<file path="src/rtl/vector_pkg.sv">
`default_nettype none
// ============================================================================
//  Module      : vector_pkg
//  Description : Shared encodings for the vector completion path: major
//                opcodes, funct3/funct6 values used to classify issued
//                instructions, the memory FSM state type and a decode helper.
//  Ports       : none (package)
//  Revision    : 1.0 - initial release
// ============================================================================
package vector_pkg;

  // Major opcodes
  localparam logic [6:0] OP_V     = 7'b1010111;
  localparam logic [6:0] OP_LOAD  = 7'b0000111;
  localparam logic [6:0] OP_STORE = 7'b0100111;

  // funct3 categories of OP_V
  localparam logic [2:0] FUNCT3_OPFVV = 3'b001;
  localparam logic [2:0] FUNCT3_OPMVV = 3'b010;
  localparam logic [2:0] FUNCT3_OPFVF = 3'b101;
  localparam logic [2:0] FUNCT3_OPMVX = 3'b110;
  localparam logic [2:0] FUNCT3_VSET  = 3'b111;

  // Integer multiply / multiply-accumulate funct6 encodings (OPMVV/OPMVX)
  localparam logic [5:0] FUNCT6_VMUL    = 6'b100101;
  localparam logic [5:0] FUNCT6_VMULH   = 6'b100111;
  localparam logic [5:0] FUNCT6_VMULHU  = 6'b100100;
  localparam logic [5:0] FUNCT6_VMULHSU = 6'b100110;
  localparam logic [5:0] FUNCT6_VMACC   = 6'b101101;
  localparam logic [5:0] FUNCT6_VMADD   = 6'b101001;

  typedef enum logic [1:0] {
    IDLE = 2'd0,
    REQ  = 2'd1,
    WAIT = 2'd2,
    DONE = 2'd3
  } mem_fsm_t;

  typedef struct packed {
    logic alu;    // completes through the ALU completion FIFO
    logic mul;    // ALU op with multi-cycle latency
    logic load;
    logic store;
  } vec_decode_t;

  function automatic logic is_mul_funct6(input logic [5:0] funct6);
    return (funct6 == FUNCT6_VMUL)    || (funct6 == FUNCT6_VMULH)  ||
           (funct6 == FUNCT6_VMULHU)  || (funct6 == FUNCT6_VMULHSU) ||
           (funct6 == FUNCT6_VMACC)   || (funct6 == FUNCT6_VMADD);
  endfunction

  function automatic vec_decode_t decode_instr(input logic [6:0] opcode,
                                               input logic [2:0] funct3,
                                               input logic [5:0] funct6);
    vec_decode_t d;
    logic        mul_cat;
    d       = '0;
    mul_cat = (funct3 == FUNCT3_OPMVV) || (funct3 == FUNCT3_OPMVX);
    d.alu   = (opcode == OP_V) && (funct3 != FUNCT3_VSET);
    d.mul   = d.alu && ((funct3 == FUNCT3_OPFVV) || (funct3 == FUNCT3_OPFVF) ||
                        (mul_cat && is_mul_funct6(funct6)));
    d.load  = (opcode == OP_LOAD);
    d.store = (opcode == OP_STORE);
    return d;
  endfunction

endpackage
`default_nettype wire

</file>
<file path="src/rtl/alu_completion_fifo.sv">
`default_nettype none
// ============================================================================
//  Module      : alu_completion_fifo
//  Description : Synchronous FIFO of completed ALU destination registers.
//                Two write ports per cycle (port 0 is the older entry and is
//                stored first), one read per cycle.
//  Ports       : clk, rst (async, active-low)
//                wr0_en_i/wr0_data_i  older write
//                wr1_en_i/wr1_data_i  younger write
//                rd_en_i              pop head (ignored when empty)
//                head_o, empty_o, count_o
//  Revision    : 1.0 - initial release
// ============================================================================
module alu_completion_fifo #(
  parameter int DEPTH  = 4,
  parameter int DATA_W = 5
) (
  input  logic                     clk,
  input  logic                     rst,
  input  logic                     wr0_en_i,
  input  logic [DATA_W-1:0]        wr0_data_i,
  input  logic                     wr1_en_i,
  input  logic [DATA_W-1:0]        wr1_data_i,
  input  logic                     rd_en_i,
  output logic [DATA_W-1:0]        head_o,
  output logic                     empty_o,
  output logic [$clog2(DEPTH):0]   count_o
);

  localparam int PTR_W = $clog2(DEPTH);

  logic [DATA_W-1:0] mem_q [DEPTH];
  logic [PTR_W-1:0]  wr_ptr_q, wr_ptr_d;
  logic [PTR_W-1:0]  rd_ptr_q, rd_ptr_d;
  logic [PTR_W:0]    count_q,  count_d;
  logic [1:0]        n_wr;
  logic              do_rd;
  logic [DATA_W-1:0] first_data;

  assign do_rd      = rd_en_i && (count_q != '0);
  assign n_wr       = {1'b0, wr0_en_i} + {1'b0, wr1_en_i};
  // With a single write the entry lands at the write pointer regardless of port.
  assign first_data = wr0_en_i ? wr0_data_i : wr1_data_i;

  always_comb begin
    wr_ptr_d = wr_ptr_q + PTR_W'(n_wr);
    rd_ptr_d = rd_ptr_q + PTR_W'(do_rd);
    count_d  = count_q + (PTR_W+1)'(n_wr) - (PTR_W+1)'(do_rd);
  end

  // Storage carries no reset; entries are only visible through count_q.
  always_ff @(posedge clk) begin
    if (wr0_en_i || wr1_en_i) begin
      mem_q[wr_ptr_q] <= first_data;
    end
    if (wr0_en_i && wr1_en_i) begin
      mem_q[wr_ptr_q + PTR_W'(1)] <= wr1_data_i;
    end
  end

  always_ff @(posedge clk or negedge rst) begin
    if (!rst) begin
      wr_ptr_q <= '0;
      rd_ptr_q <= '0;
      count_q  <= '0;
    end else begin
      wr_ptr_q <= wr_ptr_d;
      rd_ptr_q <= rd_ptr_d;
      count_q  <= count_d;
    end
  end

  assign empty_o = (count_q == '0);
  assign head_o  = empty_o ? '0 : mem_q[rd_ptr_q];
  assign count_o = count_q;

  a_no_overflow : assert property (@(posedge clk) disable iff (!rst)
    ({1'b0, count_q} + (PTR_W+2)'(n_wr) - (PTR_W+2)'(do_rd)) <= (PTR_W+2)'(DEPTH));

endmodule
`default_nettype wire

</file>
<file path="src/rtl/vector_completion_unit.sv">
`default_nettype none
// ============================================================================
//  Module      : vector_completion_unit
//  Description : Receives issued vector instructions, models ALU and memory
//                execution timing and returns completion events to the
//                dispatch scoreboard. Drives a single-outstanding request /
//                response interface toward the vector memory unit.
//  Ports       : clk, rst (async, active-low)
//                valid_vector/instruction/ready_vector   issue handshake
//                mem_req_valid/store/dest, mem_req_ready  memory request
//                mem_resp_valid                           memory response
//                operation_done/alu_dest                  ALU completion
//                read_done/store_done/mem_dest            memory completion
//  Revision    : 1.0 - initial release
// ============================================================================
module vector_completion_unit
  import vector_pkg::*;
#(
  parameter int INSTRUCTION_BITS            = 32,
  parameter int REGISTER_NUMBERS            = 32,
  parameter int MULTICYCLE_OPERATION_CYCLES = 2,
  parameter int ALU_QUEUE_DEPTH             = 4
) (
  input  logic                                clk,
  input  logic                                rst,
  input  logic                                valid_vector,
  input  logic [INSTRUCTION_BITS-1:0]         instruction,
  output logic                                ready_vector,
  output logic                                mem_req_valid,
  output logic                                mem_req_store,
  output logic [$clog2(REGISTER_NUMBERS)-1:0] mem_req_dest,
  input  logic                                mem_req_ready,
  input  logic                                mem_resp_valid,
  output logic                                operation_done,
  output logic [$clog2(REGISTER_NUMBERS)-1:0] alu_dest,
  output logic                                read_done,
  output logic                                store_done,
  output logic [$clog2(REGISTER_NUMBERS)-1:0] mem_dest
);

  localparam int DEST_W = $clog2(REGISTER_NUMBERS);
  localparam int CNT_W  = $clog2(ALU_QUEUE_DEPTH) + 1;
  localparam int MC_W   = $clog2(MULTICYCLE_OPERATION_CYCLES) + 1;
  localparam logic [MC_W-1:0] MC_LAST   = MC_W'(MULTICYCLE_OPERATION_CYCLES - 1);
  localparam logic [CNT_W:0]  ALU_LIMIT = (CNT_W+1)'(ALU_QUEUE_DEPTH);

  // ---------------------------------------------------------------- decode
  vec_decode_t       dec;
  logic [DEST_W-1:0] dest;
  logic              unused_instr_bits;

  assign dec  = decode_instr(instruction[6:0], instruction[14:12], instruction[31:26]);
  assign dest = instruction[7 +: DEST_W];
  assign unused_instr_bits = ^instruction[25:15];

  // ------------------------------------------------------------ handshake
  logic             accept;
  logic             simple_push;
  logic             mul_accept;
  logic             mem_accept;
  logic             alu_room;
  logic             mem_room;
  logic [CNT_W-1:0] fifo_count;

  mem_fsm_t          mem_state_q, mem_state_d;
  logic [DEST_W-1:0] mem_dest_q,  mem_dest_d;
  logic              mem_store_q, mem_store_d;

  logic              slot_busy_q, slot_busy_d;
  logic [DEST_W-1:0] slot_dest_q, slot_dest_d;
  logic [MC_W-1:0]   mc_cnt_q,    mc_cnt_d;
  logic              slot_push;

  // The pending multicycle op already owns a FIFO entry, so count it here to
  // guarantee the slot and a simple op can both be pushed in the same cycle.
  assign alu_room = (({1'b0, fifo_count} + {{CNT_W{1'b0}}, slot_busy_q}) < ALU_LIMIT);
  // A new memory op may be taken in the DONE cycle: the port frees up next cycle.
  assign mem_room = (mem_state_q == IDLE) || (mem_state_q == DONE);

  always_comb begin
    ready_vector = 1'b1;
    if (dec.alu) begin
      ready_vector = alu_room;
    end else if (dec.load || dec.store) begin
      ready_vector = mem_room;
    end
    // Held low throughout reset so no output is driven while in reset.
    ready_vector = ready_vector && rst;
  end

  assign accept      = valid_vector && ready_vector;
  assign simple_push = accept && dec.alu && !dec.mul;
  assign mul_accept  = accept && dec.mul;
  assign mem_accept  = accept && (dec.load || dec.store);

  // ----------------------------------------------------- multicycle slot
  // The counter holds the number of cycles elapsed since accept (accept
  // cycle = 0); the entry is pushed at the end of cycle MC-1.
  assign slot_push = slot_busy_q && (mc_cnt_q == MC_LAST);

  always_comb begin
    slot_busy_d = slot_busy_q;
    slot_dest_d = slot_dest_q;
    mc_cnt_d    = mc_cnt_q;
    if (slot_push) begin
      slot_busy_d = 1'b0;
      mc_cnt_d    = '0;
    end else if (slot_busy_q) begin
      mc_cnt_d = mc_cnt_q + MC_W'(1);
    end
    if (mul_accept) begin
      slot_busy_d = 1'b1;
      slot_dest_d = dest;
      mc_cnt_d    = MC_W'(1);
    end
  end

  // ------------------------------------------------- ALU completion FIFO
  logic fifo_empty;

  alu_completion_fifo #(
    .DEPTH  (ALU_QUEUE_DEPTH),
    .DATA_W (DEST_W)
  ) u_alu_fifo (
    .clk        (clk),
    .rst        (rst),
    .wr0_en_i   (slot_push),
    .wr0_data_i (slot_dest_q),
    .wr1_en_i   (simple_push),
    .wr1_data_i (dest),
    .rd_en_i    (1'b1),
    .head_o     (alu_dest),
    .empty_o    (fifo_empty),
    .count_o    (fifo_count)
  );

  // The head is popped every cycle it is valid, so one completion per cycle.
  assign operation_done = !fifo_empty;

  // ----------------------------------------------------------- memory FSM
  always_comb begin
    mem_state_d   = mem_state_q;
    mem_dest_d    = mem_dest_q;
    mem_store_d   = mem_store_q;
    mem_req_valid = 1'b0;
    mem_req_store = 1'b0;
    mem_req_dest  = '0;
    read_done     = 1'b0;
    store_done    = 1'b0;
    mem_dest      = '0;

    case (mem_state_q)
      IDLE: begin
        if (mem_accept) begin
          mem_state_d = REQ;
        end
      end
      REQ: begin
        mem_req_valid = 1'b1;
        mem_req_store = mem_store_q;
        mem_req_dest  = mem_dest_q;
        if (mem_req_ready) begin
          mem_state_d = mem_resp_valid ? DONE : WAIT;
        end
      end
      WAIT: begin
        if (mem_resp_valid) begin
          mem_state_d = DONE;
        end
      end
      DONE: begin
        read_done   = !mem_store_q;
        store_done  = mem_store_q;
        mem_dest    = mem_dest_q;
        mem_state_d = mem_accept ? REQ : IDLE;
      end
      default: begin
        mem_state_d = IDLE;
      end
    endcase

    if (mem_accept) begin
      mem_dest_d  = dest;
      mem_store_d = dec.store;
    end
  end

  // ------------------------------------------------------------ registers
  always_ff @(posedge clk or negedge rst) begin
    if (!rst) begin
      mem_state_q <= IDLE;
      mem_dest_q  <= '0;
      mem_store_q <= 1'b0;
      slot_busy_q <= 1'b0;
      slot_dest_q <= '0;
      mc_cnt_q    <= '0;
    end else begin
      mem_state_q <= mem_state_d;
      mem_dest_q  <= mem_dest_d;
      mem_store_q <= mem_store_d;
      slot_busy_q <= slot_busy_d;
      slot_dest_q <= slot_dest_d;
      mc_cnt_q    <= mc_cnt_d;
    end
  end

  // The issuing scoreboard never sends a second multicycle op while one is pending.
  a_single_slot : assert property (@(posedge clk) disable iff (!rst)
    !(mul_accept && slot_busy_q));

endmodule
`default_nettype wire

</file>
<file path="config.mk">
export PLATFORM = sky130hd
export DESIGN_NAME = vector_completion_unit
export DESIGN_NICKNAME = d
export VERILOG_FILES = /design/src/rtl/vector_pkg.sv /design/src/rtl/alu_completion_fifo.sv /design/src/rtl/vector_completion_unit.sv
export SDC_FILE = /design/constraint.sdc
export NUM_CORES = 1
export LEC_CHECK = 0
export BUFFER_PORTS_ARGS = -buffer_cell sky130_fd_sc_hd__buf_2
export CAP_MARGIN = 20
export CORE_ASPECT_RATIO = 1.25
export CORE_MARGIN = 5
export CORE_UTILIZATION = 58
export CTS_CLUSTER_SIZE = 30
export DETAILED_ROUTE_END_ITERATION = 8
export GPL_TIMING_DRIVEN = 1
export PLACE_DENSITY = 0.85
export SLEW_MARGIN = 20
export SYNTH_ARGS = -nofsm -noshare
export SYNTH_HDL_FRONTEND = slang
export SYNTH_HIERARCHICAL = 1
export SYNTH_SLANG_ARGS = --single-unit
</file>
<file path="constraint.sdc">
create_clock -name clk -period 3.85 [get_ports clk]
set_input_delay 0.5775 -clock clk [delete_from_list [all_inputs] [get_ports clk]]
set_output_delay 0.5775 -clock clk [all_outputs]
set_load 0.01 [all_outputs]
</file>
# Word-level counts from Yosys, hierarchy flattened
# Memories as Yosys holds them, arrays and structs flattened.
# Index checks and enable logic that the tools add are counted.
# op_classes
add_sub_neg	8
n_lt_le_gt_ge	1
n_eq_ne	21
n_mux	25
reduce_logical	31
# op_table
cell	count
6-bit == test, second input constant	6
5-bit 2-to-1 mux	4
1-bit 2-to-1 mux	14
2-bit 2-to-1 mux	6
1-bit logical AND	11
1-bit logical OR	11
2-bit case mux with 4 select lines	1
7-bit by 3-bit == test with 1-bit output, second input constant	1
7-bit by 6-bit == test with 1-bit output, second input constant	1
7-bit == test, second input constant	1
3-bit == test, second input constant	2
2-bit != test, second input constant	3
3-bit nonzero test	2
2-bit by 1-bit adder with 2-bit output, second input constant	2
3-bit by 1-bit adder with 4-bit output	1
2-bit by 1-bit == test with 1-bit output, second input constant	2
2-bit == test, second input constant	2
4-bit by 3-bit < comparator with 1-bit output, second input constant	1
3-bit by 2-bit adder with 3-bit output	1
3-bit by 1-bit == test with 1-bit output, second input constant	1
3-bit by 2-bit == test with 1-bit output, second input constant	1
1-bit zero test	3
3-bit zero test	1
3-bit != test, second input constant	1
7 further kinds	7
# word_totals
reg_bits	23
ramBits	20
in_bits	37
wordCells	96
memories	1
# mem_list
name	depth	width	rd	rd_clocked_by_memory_dff	write_ports	line	source
u_alu_fifo.mem_q	4	5	1	0	2	alu_completion_fifo.sv:32	logic [DATA_W-1:0] mem_q [DEPTH];

# Depth between registers and ports, before layout
# Gate-level depths: netlist of run 1.
# depth
word_depth	14
depth_mapped	12
mapped_depth_nobuf	12

# By module
# The synthesis of run 1 kept the hierarchy.
# modules_own_cells
mod	n_inst	cells_per_inst	area_each_um2	seq_area_each_um2
alu_completion_fifo	1	99	1482.7	775.7
vector_completion_unit	1	88	977.2	400.4

# Worst setup path before layout of run 1
# No wires, ideal clock.
# synth_path
kind	input port to flip-flop
from	input port instruction[3]
to	register u_alu_fifo.count_q[2], in the netlist u_alu_fifo/count_o[2]
t_arrival_ns	2.785
setup_slack_ns	0.943
stages	10
path_buffers	0
cell_sequence	nand4b_1 > nor2_1 > nand3_1 > nor3_1 > ha_1 > inv_1 > ha_1 > fa_1 > xor2_1 > xnor2_1
# synth_between
elab_chain_len	11
elab_cells_between_ends	16
classes_between	add/sub: 3; eq/ne: 3; mux: 2; reduce/logical: 8
# synth_rtl
element	line	source
start, declared	vector_completion_unit.sv:27	input logic [INSTRUCTION_BITS-1:0] instruction,
7-bit by 3-bit == test with 1-bit output or 7-bit by 6-bit == test with 1-bit output (tied branches)	vector_pkg.sv:62, vector_pkg.sv:63	
1-bit logical OR	vector_completion_unit.sv:84	end else if (dec.load || dec.store) begin
1-bit 2-to-1 mux	vector_completion_unit.sv:84	
1-bit 2-to-1 mux	vector_completion_unit.sv:82	if (dec.alu) begin
1-bit logical AND	vector_completion_unit.sv:88	ready_vector = ready_vector && rst;
1-bit logical AND	vector_completion_unit.sv:91	assign accept = valid_vector && ready_vector;
1-bit logical AND	vector_completion_unit.sv:92	assign simple_push = accept && dec.alu && !dec.mul;
1-bit logical AND *	vector_completion_unit.sv:92	
named net simple_push	vector_completion_unit.sv:58	logic simple_push;
1-bit by 1-bit adder with 2-bit output *	alu_completion_fifo.sv:41	assign n_wr = {1'b0, wr0_en_i} + {1'b0, wr1_en_i};
3-bit by 2-bit adder with 3-bit output *	alu_completion_fifo.sv:48	count_d = count_q + (PTR_W+1)'(n_wr) - (PTR_W+1)'(do_rd);
3-bit by 1-bit subtractor with 3-bit output *	alu_completion_fifo.sv:48	
named net u_alu_fifo.count_d[2]	alu_completion_fifo.sv:35	logic [PTR_W:0] count_q, count_d;
end signal, assigned	alu_completion_fifo.sv:69	count_q <= count_d;
end, declared	alu_completion_fifo.sv:35	
# The timed path passes the listed nets; every way through them passes the cells marked *.
# A chain may end at the register's enable or synchronous reset.

# Final worst setup path of run 1
# layout_path
from	input port instruction[5]
to	register u_alu_fifo.count_q[2], in the netlist u_alu_fifo/count_o[2]
# Same word-level chain as after synthesis.

==> results.ini, run 1 <==
[run_status]
outcome=complete, no violations

[grt]
grt_pass1_vias=1698
grt_overflow_total=0
grt_max_degree=25
grtUsageTotal_pct=18.2
grt_pass1_wl_mm=7.87
antenna_found_initial=0

[worst_setup_path]
crit_path_end_kind=flop
r2r_cells=9
arrival_ns=3.16
crit_type=in -> reg
crit_fanout=5
cp.required_ns=4.04
critPathLaunchType=input port

[floorplan]
coreArea_mm2=0.00410
io_pins=58
dieArea_mm2=0.00565
start_util_pct=60.0
die_w_um=68.3
num_rows=26
die_h_um=82.8

[logic_synthesis]
synth_common_cells=31 x mux2_2, 23 x dfrtp_1, 20 x edfxtp_1, 17 x and2_1, 16 x inv_1
synth-edff-count=20
synth-seq-cells=43
synth_area_leaders=edfxtp_1 24%, dfrtp_1 23%, mux2_2 14%
synth_cell_types=42
async_flop_share_pct=53.5
ys.flop_type=dfrtp_1
syn_area_per_cell_um2=13.2
synth_top_area_cell=edfxtp_1
yosysWarnings=6
synth.most_common_cell=mux2_2
syn_area_mm2=0.00246
syn_inst=187
yosysTopAreaCellShare_pct=24.4
synth_seq_area_share_pct=47.8

[routing]
totalWireLength_mm=4.41
drc=0
viasPerCell=5.26
vias=1556
first_pass_iters=4
initialDrtViolationCount=34
avgRoutedWirePerCell_um=14.9
ant_nets=0

[clock_network]
numCtsBuffers=5
cts_htree_levels=2
cts_tree=yes
clkLatencyLatePin_ns=0.30
clk_pin_slew_ns=0.08
cts_resized=0
post_cts_buffers=0
clockRootBuffer=clkbuf_8
ctsHoldBuffers=0
clock_tree.buffer_depth=2
cts.sinks=43

[flow_run]
max_cap_violations=0

[layout]
fin_nets=287
drive_gt1_share_pct=44.2
area_delta_synth_final_pct=15.6
diodes=0
fill_cells=329

[sta]
hold_viol=0
period_share_pct=77.2
worst_slack_ns=0.879
rsz0062_at_grt=no
fin_setup_tns_ns=0
fmax_ghz=0.337
setup_viol=0
holdWs_ns=0.293
slew-limit-headroom_pct=42.7
finalCriticalPeriod_ns=2.97
fin_worst_skew_ns=0.00463
slew_viol_final=0
tightest_slew_ns=0.852

[power_and_ir_drop]
vdd_drop_max_uv=342
power_density_mw_per_mm2=483
p_leak_nw=1.25

[place]
post-place-ws_ns=0.633
portBuffers=46
gp_congestion=0.779
dp_hpwl_mm=3.49

[min_path]
hold_path.class=in -> async

-- worst max-delay path: stages --
cell and delay (ns):
buf_2 0.10, nand3b_1 0.14, a31oi_1 0.35, nand3_1 0.16, nor3_1 0.33, ha_1 0.38, inv_1 0.08, ha_1 0.30
fa_1 0.45, xor2_1 0.16, xnor2_1 0.12
-- cell usage in the layout, fill, tap and decap left out, drive strengths merged, types with 2 or more instances in the layout --
cell type	synthesis	layout
o21ai	8	8
xnor2	7	7
or3	3	3
nand2b	3	3
edfxtp	20	20
nand3	3	3
inv	16	17
nand2	8	8
a31oi	2	2
clkbuf	2	5
dfrtp	23	23
and2	17	17
mux4	5	5
mux2	31	31
nor2	5	5
conb	1	2
nand3b	3	3
a22oi	2	2
nor2b	2	2
clkinvlp	0	2
ha	10	10
a21oi	2	2
buf	2	48
nor3	2	2
-- report_power, final --
group          internal, W  switching [W]
Sequential        0.000540      0.0000685
Clock             0.000130       0.000160
Combinational     0.000252       0.000225
Total             0.000921       0.000453
-- flip-flops by register name (all words and copies together), names as in the netlist --
name and count:
u_alu_fifo/mem_q 20, mem_dest_q 5, slot_dest_q 5, u_alu_fifo/count_o 3, mc_cnt_q 2, mem_state_q 2
u_alu_fifo/rd_ptr_q 2, u_alu_fifo/wr_ptr_q 2, mem_store_q 1, slot_busy_q 1
-- stage by stage --
stage | util, % | total power (W) | std cells | instance area [um^2]
floorplan | - | 0.000970 | 188 | 2460
global placement | 67.1 | 0.00109 | 288 | 2750
detailed placement | 67.1 | 0.00110 | 288 | 2750
CTS | 69.4 | 0.00139 | 296 | 2840
global route | 69.4 | 0.00148 | 296 | 2840
finish | 69.4 | 0.00137 | 296 | 2840
-- final timing paths --
kind | from | endpoint | slack (ns)
max | instruction[5] | u_alu_fifo/count_o[2] | 0.88
min | rst | u_alu_fifo/rd_ptr_q[0] | 0.29
max reg2reg | slot_busy_q | u_alu_fifo/count_o[2] | 0.91
min reg2reg | u_alu_fifo/count_o[2] | u_alu_fifo/count_o[2] | 0.51
max in group asynchronous | rst | mem_store_q | 3.32
min in group clk | u_alu_fifo/count_o[2] | u_alu_fifo/count_o[2] | 0.51
-- cells by family after synthesis --
family | Yosys count | share of synthesized area [%]
multiplexers | 37 | 19.2
flip-flops | 43 | 47.8
AO/OA/AOI/OAI | 19 | 7.83
XOR/XNOR | 8 | 2.85
other | 1 | 0.152
adder cells (fa/ha/maj) | 11 | 5.90
buffers and inverters | 20 | 3.56
AND/OR/NAND/NOR | 48 | 12.7
-- routing by layer --
metal | GRT usage, % | share of wire, % | routed length (um)
met5 | 0 | 0 | 0
met4 | 5.42 | 1.0 | 46
met3 | 4.32 | 5.6 | 249
met2 | 29.9 | 52 | 2300
met1 | 23.5 | 41 | 1820
-- final cells by class --
type | count | area [um^2] | share of cell area [%]
Clock buffer | 5 | 68.8 | 2.42
Clock inverter | 3 | 23.8 | 0.836
Inverter | 16 | 60.1 | 2.11
Multi-Input combinational cell | 125 | 1200 | 42.2
Sequential cell | 43 | 1180 | 41.4
Tap cell | 56 | 70.1 | 2.46
Timing Repair Buffer | 48 | 245 | 8.62
(Power assumes the default switching activity.)
==> inputs of run 2 (changes only) <==
CORE_UTILIZATION = 48   (was 58)
PLACE_DENSITY = 0.75   (was 0.85)
clock period = 2.4 ns   (was 3.85 ns; I/O delays follow)
==> run 2 against run 1 <==
Net effect:
- flip-flop and latch count unchanged
- first-iteration DRC count down 12%
- count of clock-buffer cells in the layout stayed put
- die area rose by 18%
- clock skew increased by 0.0028 ns
- non-clock buffer count grew 21
- register-to-register slack got worse by 0.88 ns
- highest routed layer unchanged
- wire length up 4.2%
- clock power increased by 91%
- worst setup slack worse by 0.85 ns
- total power is 77% higher
- core utilization down 6.5 points
==> results.ini, run 2 (same netlist as run 1, synthesis figures left out) <==
[run_status]
outcome=complete, no violations

[worst_setup_path]
rr_startpoint=u_alu_fifo/count_o[0]
crit_family=adder cells
slowest_stage=dfrtp_1
critPathLaunchType=flop
arrival_ns=2.55  ; -0.61 ns
cp.required_ns=2.58  ; -1.46 ns
crit_type=reg -> reg
crit_end=u_alu_fifo/count_o[2]
r2r-end=u_alu_fifo/count_o[2]
crit_path_end_kind=flop
crit_fanout=2  ; -3
crit_path_start=u_alu_fifo/count_o[0]
r2r_cells=11  ; +2
worst-path-stages=11  ; unchanged
path_common_cell=inv_2
path_cells=a31oi_4 > nand3_2 > nor3_4 > inv_2 > ha_4 > xnor2_2 > ha_2 > inv_2 > fa_2 > xor2_2 > xnor2_1
crit_buf_inv=2  ; unchanged
cpPeakStageDelay_ns=0.41  ; -0.04 ns
reg2reg_slack_ns=0.03  ; -0.88 ns

[sta]
slew_viol_final=0  ; unchanged
rsz0062_at_grt=yes
fmax_ghz=0.421
period_share_pct=98.9
setup_viol=0  ; unchanged
fin_setup_tns_ns=0  ; unchanged
tightest_slew_ns=0.554  ; -0.298 ns
hold_viol=0  ; unchanged
worst_slack_ns=0.0260  ; -0.853 ns
fin_worst_skew_ns=0.00746  ; +0.00283 ns
finalCriticalPeriod_ns=2.37
holdWs_ns=0.0810  ; -0.212 ns
slew-limit-headroom_pct=62.8  ; +20 points

[routing]
drc=0  ; unchanged
vias=1610  ; +3.5%
initialDrtViolationCount=30  ; -12%
avgRoutedWirePerCell_um=14.2  ; -4.5%
ant_nets=0  ; unchanged
first_pass_iters=3  ; -1
viasPerCell=4.98  ; -5.2%
totalWireLength_mm=4.59  ; +4.2%

[place]
post-place-ws_ns=-0.132  ; -0.765 ns
dp.cells=312  ; +8.3%
portBuffers=46  ; unchanged
dp_hpwl_mm=3.56  ; +1.9%
gp_congestion=0.764  ; -2.0%

[layout]
diodes=0  ; unchanged
layout_common_cells=46 x buf_2, 22 x dfrtp_1, 22 x buf_4
drive_gt1_share_pct=55.6  ; +11 points
area_delta_synth_final_pct=28.9
reg_top3=u_alu_fifo/mem_q: 20 flops, mem_dest_q: 5 flops, slot_dest_q: 5 flops
fill_cells=387  ; +18%
largest-register=u_alu_fifo/mem_q
fin_nets=308  ; +7.3%
fin_util_pct=62.9  ; -6.5 points
finalNonFillerCells=323  ; +9.1%
largest_reg_flops=20  ; unchanged
layout_commonest_cell=buf_2

[power_and_ir_drop]
p_leak_nw=1.44  ; +15%
power_density_mw_per_mm2=769  ; +59%
vdd_drop_max_uv=534  ; +56%

[grt]
antenna_found_initial=0  ; unchanged
grt_pass1_wl_mm=7.78  ; -1.1%
grt_max_degree=25  ; unchanged
grt_overflow_total=0  ; unchanged
grtUsageTotal_pct=14.8  ; -3.5 points
grt_pass1_vias=1665  ; -1.9%

[clock_network]
clock_tree.buffer_depth=2  ; unchanged
clk_pin_slew_ns=0.08  ; about the same
clockRootBuffer=clkbuf_8
ctsHoldBuffers=0  ; unchanged
numCtsBuffers=5  ; unchanged
clkLatencyLatePin_ns=0.29  ; about the same
cts.sinks=43  ; unchanged
cts_tree=yes
cts_htree_levels=2  ; unchanged

[floorplan]
die_h_um=90.0  ; +8.7%
coreArea_mm2=0.00504  ; +23%
die_w_um=74.0  ; +8.5%
num_rows=29  ; +12%
io_pins=58  ; unchanged
dieArea_mm2=0.00667  ; +18%
start_util_pct=48.8  ; -11 points

[min_path]
hold_path.class=in -> async

[flow_run]
max_cap_violations=0  ; unchanged

==> run 2: cell count changes in the layout (fill, tap and decap cells not counted), sizes merged <==
cell / previous run / this run
buf: 48 / 69
bufinv: 0 / 1
clkinv: 0 / 1
clkinvlp: 2 / 1
inv: 17 / 16
==> run 2: routing by layer <==
metal	wire [um]	GRT usage [%]	vias to the layer above
li1	-	-	810
met1	1920	18.5	759
met2	2410	24.9	36
met3	189	3.13	5
met4	67	4.53	0
met5	0	0	-
==> run 2: worst min-delay path by stage <==
| stage | from | slack [ns] | cells past startpoint | to |
|---|---|---|---|---|
| after floorplan | rst | 0.06 | 0 | mc_cnt_q[0] |
| after global placement | rst | 0.41 | 2 | u_alu_fifo/count_o[2] |
| after detailed placement | rst | 0.41 | 2 | u_alu_fifo/count_o[2] |
| after CTS | rst | 0.09 | 2 | mem_dest_q[4] |
| after global routing | rst | 0.11 | 2 | mem_dest_q[4] |
| final | rst | 0.08 | 2 | u_alu_fifo/rd_ptr_q[0] |
==> run 2: layout make-up <==
type                            instances  area [um^2]  share of cell area, %
Clock inverter                          3         43.8                   1.38
Sequential cell                        43         1180                   37.1
Inverter                               16         60.1                   1.89
Tap cell                               62         77.6                   2.45
Clock buffer                            5         68.8                   2.17
Multi-Input combinational cell        125         1340                   42.2
Timing Repair Buffer                   69          407                   12.8
==> run 2: repair_timing <==
item	4_1_cts	5_1_grt
resized for setup	1	22
setup endpoints to repair	1	25
hold endpoints to repair	0	0
setup buffers	0	3
pin swaps	0	6
cloned	0	0
==> run 2: where the power goes <==
| group | leakage [nW] | internal [W] | total, W | switching, W |
|---|---|---|---|---|
| logic | 0.911 | 0.000490 | 0.000894 | 0.000405 |
| clock network | 0.0543 | 0.000309 | 0.000553 | 0.000245 |
| registers | 0.472 | 0.000867 | 0.000990 | 0.000123 |
| total | 1.44 | 0.00167 | 0.00244 | 0.000772 |
==> run 2: per-stage QoR <==
| step | total power, W | cell area, um^2 |
|---|---|---|
| 6_report | 0.00244 | 3170 |
| 5_1_grt | 0.00259 | 3170 |
| 4_1_cts | 0.00239 | 3060 |
| 3_5_place_dp | 0.00183 | 2940 |
| 3_3_place_gp | 0.00180 | 2940 |
| 2_1_floorplan | 0.00157 | 2510 |
